==> config.mk <==
export PLATFORM = sky130hd
export DESIGN_NAME = writeback_stage
export DESIGN_NICKNAME = d
export VERILOG_FILES = /design/src/rtl/writeback_stage.sv
export SDC_FILE = /design/constraint.sdc
export NUM_CORES = 1
export LEC_CHECK = 0
export CELL_PAD_IN_SITES_DETAIL_PLACEMENT = 1
export CELL_PAD_IN_SITES_GLOBAL_PLACEMENT = 2
export CORE_MARGIN = 2
export CORE_UTILIZATION = 27
export DETAILED_ROUTE_END_ITERATION = 10
export PLACE_DENSITY = 0.87
export SLEW_MARGIN = 30
export SYNTH_ARGS = -nofsm -noshare
export SYNTH_HDL_FRONTEND = slang
export SYNTH_SLANG_ARGS = --single-unit
==> constraint.sdc <==
create_clock -name clk -period 2.35 [get_ports clk]
set_input_delay 0.3525 -clock clk [delete_from_list [all_inputs] [get_ports clk]]
set_output_delay 0.3525 -clock clk [all_outputs]
set_load 0.01 [all_outputs]
==> src/rtl/writeback_stage.sv <==
// Writeback stage: one-entry pipeline register between memory access and the register file.
// It formats load data, flags misaligned loads and counts retired instructions.
module writeback_stage #(
    parameter int INSTRET_W = 64,
    parameter int XLEN      = 32
) (
    input  logic                 clk,
    input  logic                 rst,
    input  logic                 in_valid,
    output logic                 in_ready,
    input  logic                 halt,
    input  logic                 flush,
    input  logic                 in_reg_write,
    input  logic [4:0]           in_rd,
    input  logic [1:0]           in_wb_sel,
    input  logic [XLEN-1:0]      in_alu_result,
    input  logic [XLEN-1:0]      in_load_word,
    input  logic [2:0]           in_load_funct3,
    input  logic [1:0]           in_addr_lo,
    input  logic [XLEN-1:0]      in_pc,
    output logic                 reg_write_en,
    output logic [4:0]           reg_write_dest,
    output logic [XLEN-1:0]      reg_write_data,
    output logic                 exc_misaligned,
    output logic [INSTRET_W-1:0] instret
);

    localparam logic [1:0] WB_ALU  = 2'b00;
    localparam logic [1:0] WB_LOAD = 2'b01;
    localparam logic [1:0] WB_PC4  = 2'b10;
    localparam logic [1:0] WB_RSVD = 2'b11;

    // Undefined load encodings are reported as misaligned so they never write.
    function automatic logic is_misaligned(input logic [2:0] f3, input logic [1:0] lo);
        logic m;
        case (f3)
            3'b000, 3'b100: m = 1'b0;
            3'b001, 3'b101: m = lo[0];
            3'b010:         m = (lo != 2'b00);
            default:        m = 1'b1;
        endcase
        return m;
    endfunction

    function automatic logic [31:0] load_extract(input logic [2:0] f3, input logic [1:0] lo,
                                                 input logic [31:0] word);
        logic [7:0]  b;
        logic [15:0] h;
        logic [31:0] r;
        case (lo)
            2'b00:   b = word[7:0];
            2'b01:   b = word[15:8];
            2'b10:   b = word[23:16];
            default: b = word[31:24];
        endcase
        h = lo[1] ? word[31:16] : word[15:0];
        case (f3)
            3'b000:  r = {{24{b[7]}}, b};
            3'b100:  r = {24'h000000, b};
            3'b001:  r = {{16{h[15]}}, h};
            3'b101:  r = {16'h0000, h};
            3'b010:  r = word;
            default: r = 32'h00000000;
        endcase
        return r;
    endfunction

    logic            accept_s;
    logic            misal_s;
    logic            retire_s;
    logic            en_s;
    logic [XLEN-1:0] result_s;
    logic [XLEN-1:0] data_s;

    logic            wb_valid_r;
    logic            wb_en_r;
    logic            wb_exc_r;
    logic            wb_retire_r;
    logic [4:0]      wb_rd_r;
    logic [XLEN-1:0] wb_data_r;
    logic [INSTRET_W-1:0] instret_r;

    assign in_ready = ~halt;

    // Decode the incoming instruction so the pipeline register holds ready-to-drive values.
    always_comb begin
        accept_s = in_valid & ~halt & ~flush;
        misal_s  = (in_wb_sel == WB_LOAD) & is_misaligned(in_load_funct3, in_addr_lo);
        retire_s = ~misal_s & (in_wb_sel != WB_RSVD);
        en_s     = in_reg_write & (in_rd != 5'd0) & retire_s;
        case (in_wb_sel)
            WB_ALU:  result_s = in_alu_result;
            WB_LOAD: result_s = load_extract(in_load_funct3, in_addr_lo, in_load_word);
            WB_PC4:  result_s = in_pc + 32'd4;
            default: result_s = 32'h00000000;
        endcase
        if (en_s) begin
            data_s = result_s;
        end else begin
            data_s = 32'h00000000;
        end
    end

    // Pipeline register: loads on accept, otherwise empties; rd is held until the next accept.
    always_ff @(posedge clk or negedge rst) begin
        if (!rst) begin
            wb_valid_r  <= 1'b0;
            wb_en_r     <= 1'b0;
            wb_exc_r    <= 1'b0;
            wb_retire_r <= 1'b0;
            wb_rd_r     <= 5'd0;
            wb_data_r   <= 32'h00000000;
        end else if (accept_s) begin
            wb_valid_r  <= 1'b1;
            wb_en_r     <= en_s;
            wb_exc_r    <= misal_s;
            wb_retire_r <= retire_s;
            wb_rd_r     <= in_rd;
            wb_data_r   <= data_s;
        end else begin
            wb_valid_r  <= 1'b0;
            wb_en_r     <= 1'b0;
            wb_exc_r    <= 1'b0;
            wb_retire_r <= 1'b0;
            wb_rd_r     <= wb_rd_r;
            wb_data_r   <= 32'h00000000;
        end
    end

    // Retired-instruction counter; counts at the edge where the register file samples.
    always_ff @(posedge clk or negedge rst) begin
        if (!rst) begin
            instret_r <= {INSTRET_W{1'b0}};
        end else if (wb_valid_r & wb_retire_r) begin
            instret_r <= instret_r + {{(INSTRET_W-1){1'b0}}, 1'b1};
        end else begin
            instret_r <= instret_r;
        end
    end

    assign reg_write_en   = wb_valid_r & wb_en_r;
    assign reg_write_dest = wb_rd_r;
    assign reg_write_data = wb_data_r;
    assign exc_misaligned = wb_valid_r & wb_exc_r;
    assign instret        = instret_r;

endmodule

## After elaboration in Yosys (flattened, before gate mapping)

Index checks and enable logic that the tools add are counted.

| storage, ports and cells | value |
|---|---|
| bits of input ports | 114 |
| flip-flop bits (word level) | 105 |

| operators by class | value |
|---|---|
| bitwise logic cells | 12 |
| equal/unequal tests | 9 |
| reduce and logical (&&, ||, !) cells | 7 |
| add/subtract/negate cells | 2 |
| multiplexer cells | 11 |

Operators with widths:

| kind | number |
|---|---|
| one-hot mux 32 bit (5 select lines) | 1 |
| one-hot mux 32 bit (3 select lines) | 1 |
| adder 64 x 1 -> 64 bit, second input constant | 1 |
| two-way mux 32 bit | 2 |
| adder 32 x 3 -> 32 bit, second input constant | 1 |
| one-hot mux 8 bit (3 select lines) | 1 |
| two-way mux 16 bit | 1 |
| AND 1 bit | 9 |
| equality test 3 bit, second input constant | 2 |
| nonzero test 5 bit | 1 |
| equality test 2 x 1 -> 1 bit, second input constant | 2 |
| equality test 2 bit, second input constant | 2 |
| zero test 2 bit | 2 |
| two-way mux 1 bit | 4 |
| OR reduction 2 bit | 2 |
| equality test 3 x 1 -> 1 bit, second input constant | 1 |
| equality test 3 x 2 -> 1 bit, second input constant | 1 |
| zero test 3 bit | 1 |
| NOT 1 bit | 3 |
| one-hot mux 1 bit (3 select lines) | 1 |
| != test 2 bit, second input constant | 1 |
| nonzero test 2 bit | 1 |

## Longest topological paths before layout

| logic depth | value |
|---|---|
| depth after elaboration | 9 |
| depth in mapped cells | 9 |
| mapped depth without buffers | 6 |

## Worst setup path after synthesis

OpenSTA, ideal clock, no wires.

| timing | value |
|---|---|
| path kind | register to register |
| start point | register instret_r[0] (netlist: instret[0]) |
| end point | register instret_r[60] (netlist: instret[60]) |
| setup slack | 0.235 ns |
| setup time | 0.080 ns |
| buffers on the path | 2 |
| stages on the path, launching flop included | 9 |
| arrival | 2.036 ns |
| period minus slack after synthesis | 2.115 ns |
| cell sequence | dfrtp_1 -> ha_1 -> nand3_2 -> or2_1 -> buf_6 -> or4_4 -> buf_6 -> nor4_2 -> xnor2_1 |

| on the way | value |
|---|---|
| longest elaborated chain between the ends | 1 |

RTL lines:

| item | RTL line | text |
|---|---|---|
| from (decl) | 81 | `logic [INSTRET_W-1:0] instret_r;` |
| from (signal assigned) | 133 | `instret_r <= {INSTRET_W{1'b0}};` |
| from (signal assigned) | 135 | `instret_r <= instret_r + {{(INSTRET_W-1){1'b0}}, 1'b1};` |
| from (signal assigned) | 137 | `instret_r <= instret_r;` |
| adder 64 x 1 -> 64 bit | 135 |  |

Every way passes these cells.
A chain may end at the register's enable or synchronous reset.

## Final worst setup path

| timing | value |
|---|---|
| start point | input in_load_funct3[1] |
| end point | register wb_data_r[5] (netlist: reg_write_data[5]) |

| on the way | value |
|---|---|
| longest elaborated chain between the ends | 9 |
| elaborated cells on any way between the ends | 16 |

RTL lines:

| item | RTL line | text |
|---|---|---|
| from (decl) | 18 | `input logic [2:0] in_load_funct3,` |
| equality test 3 bit (tied with other cells) | 36, 57 |  |
| OR reduction 2 bit | 36 | `case (f3)` |
| one-hot mux 1 bit (3 select lines) | 36 |  |
| AND 1 bit | 88 | `misal_s = (in_wb_sel == WB_LOAD) & is_misaligned(in_load_funct3, in_addr_lo);` |
| NOT 1 bit | 89 | `retire_s = ~misal_s & (in_wb_sel != WB_RSVD);` |
| AND 1 bit | 89 |  |
| AND 1 bit | 90 | `en_s = in_reg_write & (in_rd != 5'd0) & retire_s;` |
| two-way mux 32 bit * | 97 | `if (en_s) begin` |
| two-way mux 32 bit * | 113 | `end else if (accept_s) begin` |
| to (signal assigned) | 119 | `wb_data_r <= data_s;` |
| to (decl) | 80 | `logic [XLEN-1:0] wb_data_r;` |

Mark *: on every way between the ends. The rest lies on a longest branch, timed or not.

==> summary.txt <==
net switching power -> 1070 uW
Metal-1 WL -> 9.72 mm
final instance area -> 9320 um^2
DR DRC count -> 0
via count -> 5964
most common cell after layout, fill and taps aside -> clkdlybuf4s50_1
TritonCTS clock tree -> built
Final GP Congestion -> 0.966
Setup Crit Path Kind -> input pin to flip-flop
Final #Nets -> 987
vias per cell -> 5.16
first-pass GRT wire length -> 37.4 mm
CTS Buffer Depth -> 2
VDD IR max -> 0.000347 V
metal3 WL -> 1.38 mm
critical path required time -> 2630 ps
Combinational Power Share -> 17.6%
worst hold path type -> input pin to async pin
Root Buffer -> clkbuf_16
min Tclk post-route -> 2170 ps
largest net degree at the start of global routing -> 64
Seq/Total Area, Yosys -> 44.1%
latest clock arrival within the worst-skew pair -> 360 ps
P_int -> 3110 uW
Final Hold Vio Count -> 0
final worst setup slack -> 176 ps
total grt overflow -> 0
core area -> 21800 um^2
share of power burned in registers -> 44.5%
Critical Path Fanout Max -> 10
First-pass DRT Iterations -> 5
Yosys Warn Count -> 0
Post-synth ARST share -> 100%
syn avg cell area -> 10.0 um^2
Die W -> 153 um
TritonCTS buffer count -> 9
Die Area -> 23300 um^2
Max Cap Violations -> 0
origin of the worst setup path -> in_load_funct3[1]
met2 wire len -> 11.4 mm
layout overhead on the synthesized area -> 56.4%
worst reg2reg path depth -> 6
cell area after synthesis -> 5960 um^2
share of cells above drive strength 1 -> 14.5%
leakage power -> 0.00389 uW
Reg2Reg Setup Slack -> 200 ps
DRT iter0 DRCs -> 357
clk_skew -> 15.2 ps
f_max -> 0.460 GHz
# diodes -> 0
Sw Ratio -> 25.6%
Worst R2R Start -> instret[0]$_DFFE_PN0P_
flops & latches, synth -> 105
Hold WS -> 394 ps
HPWL Detailed -> 19.3 mm
Crit Reg-Reg Endpoint -> instret[60]$_DFFE_PN0P_
pre-CTS WS -> -128 ps
io pins -> 218
Initial Util -> 27.4%
die height -> 153 um
Worst EP arrival -> 2460 ps
Port Buf Inserts -> 217
Yosys cell types -> 54
highest signal layer in the routed design -> met4
Worst Setup EP -> reg_write_data[5]$_DFF_PN0_
status -> finished clean
Post-Route Setup TNS -> 0 ps
unrepaired setup endpoints after global routing -> false
CTS Sinks -> 105
vias in the first global route -> 6517
site row count -> 54
number of synthesized flops with an enable pin -> 0
number of fillers in the final layout -> 2464
worst slew pin tran -> 855 ps
Post-Syn Nets -> 709
setup bufs post-CTS -> 0
Reg clk slew, reported paths -> 70 ps
Clk network pwr share -> 37.9%
DRT antenna net count -> 0
htree depth -> 3
final core occ -> 42.8%
placed inst area -> 9000 um^2
commonest non-fill, non-tap cells in the layout -> 216 x clkdlybuf4s50_1, 105 x dfrtp_1, 75 x buf_4
main flop type after synthesis -> dfrtp_1
pwr/cell area -> 449 nW/um^2
WL final -> 23.3 mm
Cells after Synth -> 593
max-slew violations -> 0
global-route usage over all layers -> 20.6%
relative slew slack -> 43.0%
post-detailed-route wirelength per cell -> 20.1 um
fin crit share -> 92.5%
initial antenna violation count -> 0
Setup crit start kind -> input pin
Worst Setup End Kind -> flip-flop
Finish-stage setup viols -> 0
-- layout make-up --
class,instances,area [um^2],share of cell area (%)
Timing Repair Buffer,297,2840,30.4
Clock buffer,11,243,2.61
Multi-Input combinational cell,446,3150,33.8
Tap cell,280,350,3.76
Sequential cell,105,2630,28.2
Inverter,12,45.0,0.483
Clock inverter,5,63.8,0.685
-- worst min path at each step --
| stage | startpoint | endpoint | slack, ps |
|---|---|---|---|
| after floorplan | rst | instret[0]$_DFFE_PN0P_ | 60 |
| after detailed placement | rst | instret[37]$_DFFE_PN0P_ | 220 |
| after global routing | rst | instret[37]$_DFFE_PN0P_ | 400 |
| after CTS | rst | instret[37]$_DFFE_PN0P_ | 380 |
| final | rst | instret[37]$_DFFE_PN0P_ | 390 |
| after global placement | rst | instret[37]$_DFFE_PN0P_ | 220 |
-- cell families (layout without fill, tap and decap cells) --
group | count (synthesis) | in the layout | share of synthesized area, %
mux | 21 | 21 | 5.33
simple gates | 252 | 252 | 23.4
buf+inv | 42 | 325 | 3.09
compound gates | 85 | 85 | 11.0
xor+xnor | 86 | 86 | 12.6
flops | 105 | 105 | 44.1
fa+ha+maj | 2 | 2 | 0.420
-- power groups by stage --
stage | sequential (uW) | combinational, uW | clock, uW
global placement | 1890 | 727 | 0
CTS | 1860 | 739 | 1640
detailed placement | 1900 | 735 | 0
floorplan | 1910 | 219 | 0
finish | 1860 | 735 | 1590
global route | 1860 | 787 | 1690
-- cells in the mapped netlist, types with 14 or more instances --
cell type    n  share of area [%]
nand4_1     24                2.5
nand2_1     57                3.6
nor2_1      40                2.5
xnor2_1     37                5.4
nor4_1      15                1.6
nor3_1      16                1.3
a221oi_1    14                2.1
xor2_1      49                7.2
nand3_1     39                3.3
clkbuf_1    18                1.1
dfrtp_1    105                 44
o22ai_1     15                1.6
-- worst max-delay path: stages --
cell and delay (ps):
clkdlybuf4s50_1 550, nand2b_1 230, o22ai_1 670, a222oi_1 260
o221a_2 310, nor2_1 80
-- per-layer routing --
layer / vias up / track usage [%]
met4: 0 / 7.89
met3: 36 / 3.10
met2: 258 / 35.5
met5: - / 0
met1: 2912 / 26.0
li1: 2758 / -
-- flip-flops by register name, summed over array words and instances, names as in the netlist --
name,flops
instret,64
reg_write_data,32
wb_en_r,1
reg_write_dest,5
wb_exc_r,1
wb_retire_r,1
wb_valid_r,1
-- per-stage QoR --
step / instances / power (uW)
2_1_floorplan: 593 / 2120
3_3_place_gp: 1139 / 2620
3_5_place_dp: 1139 / 2630
4_1_cts: 1156 / 4230
5_1_grt: 1156 / 4340
6_report: 1156 / 4180
-- what timing repair did --
| action | 4_1_cts | 5_1_grt |
|---|---|---|
| endpoints found under the setup margin | 0 | 0 |
| hold endpoints to repair | 12 | 0 |
| gates resized for setup | 0 | 0 |
| hold buffers | 1 | 0 |
No activity file was read; power rests on OpenSTA's default activity.
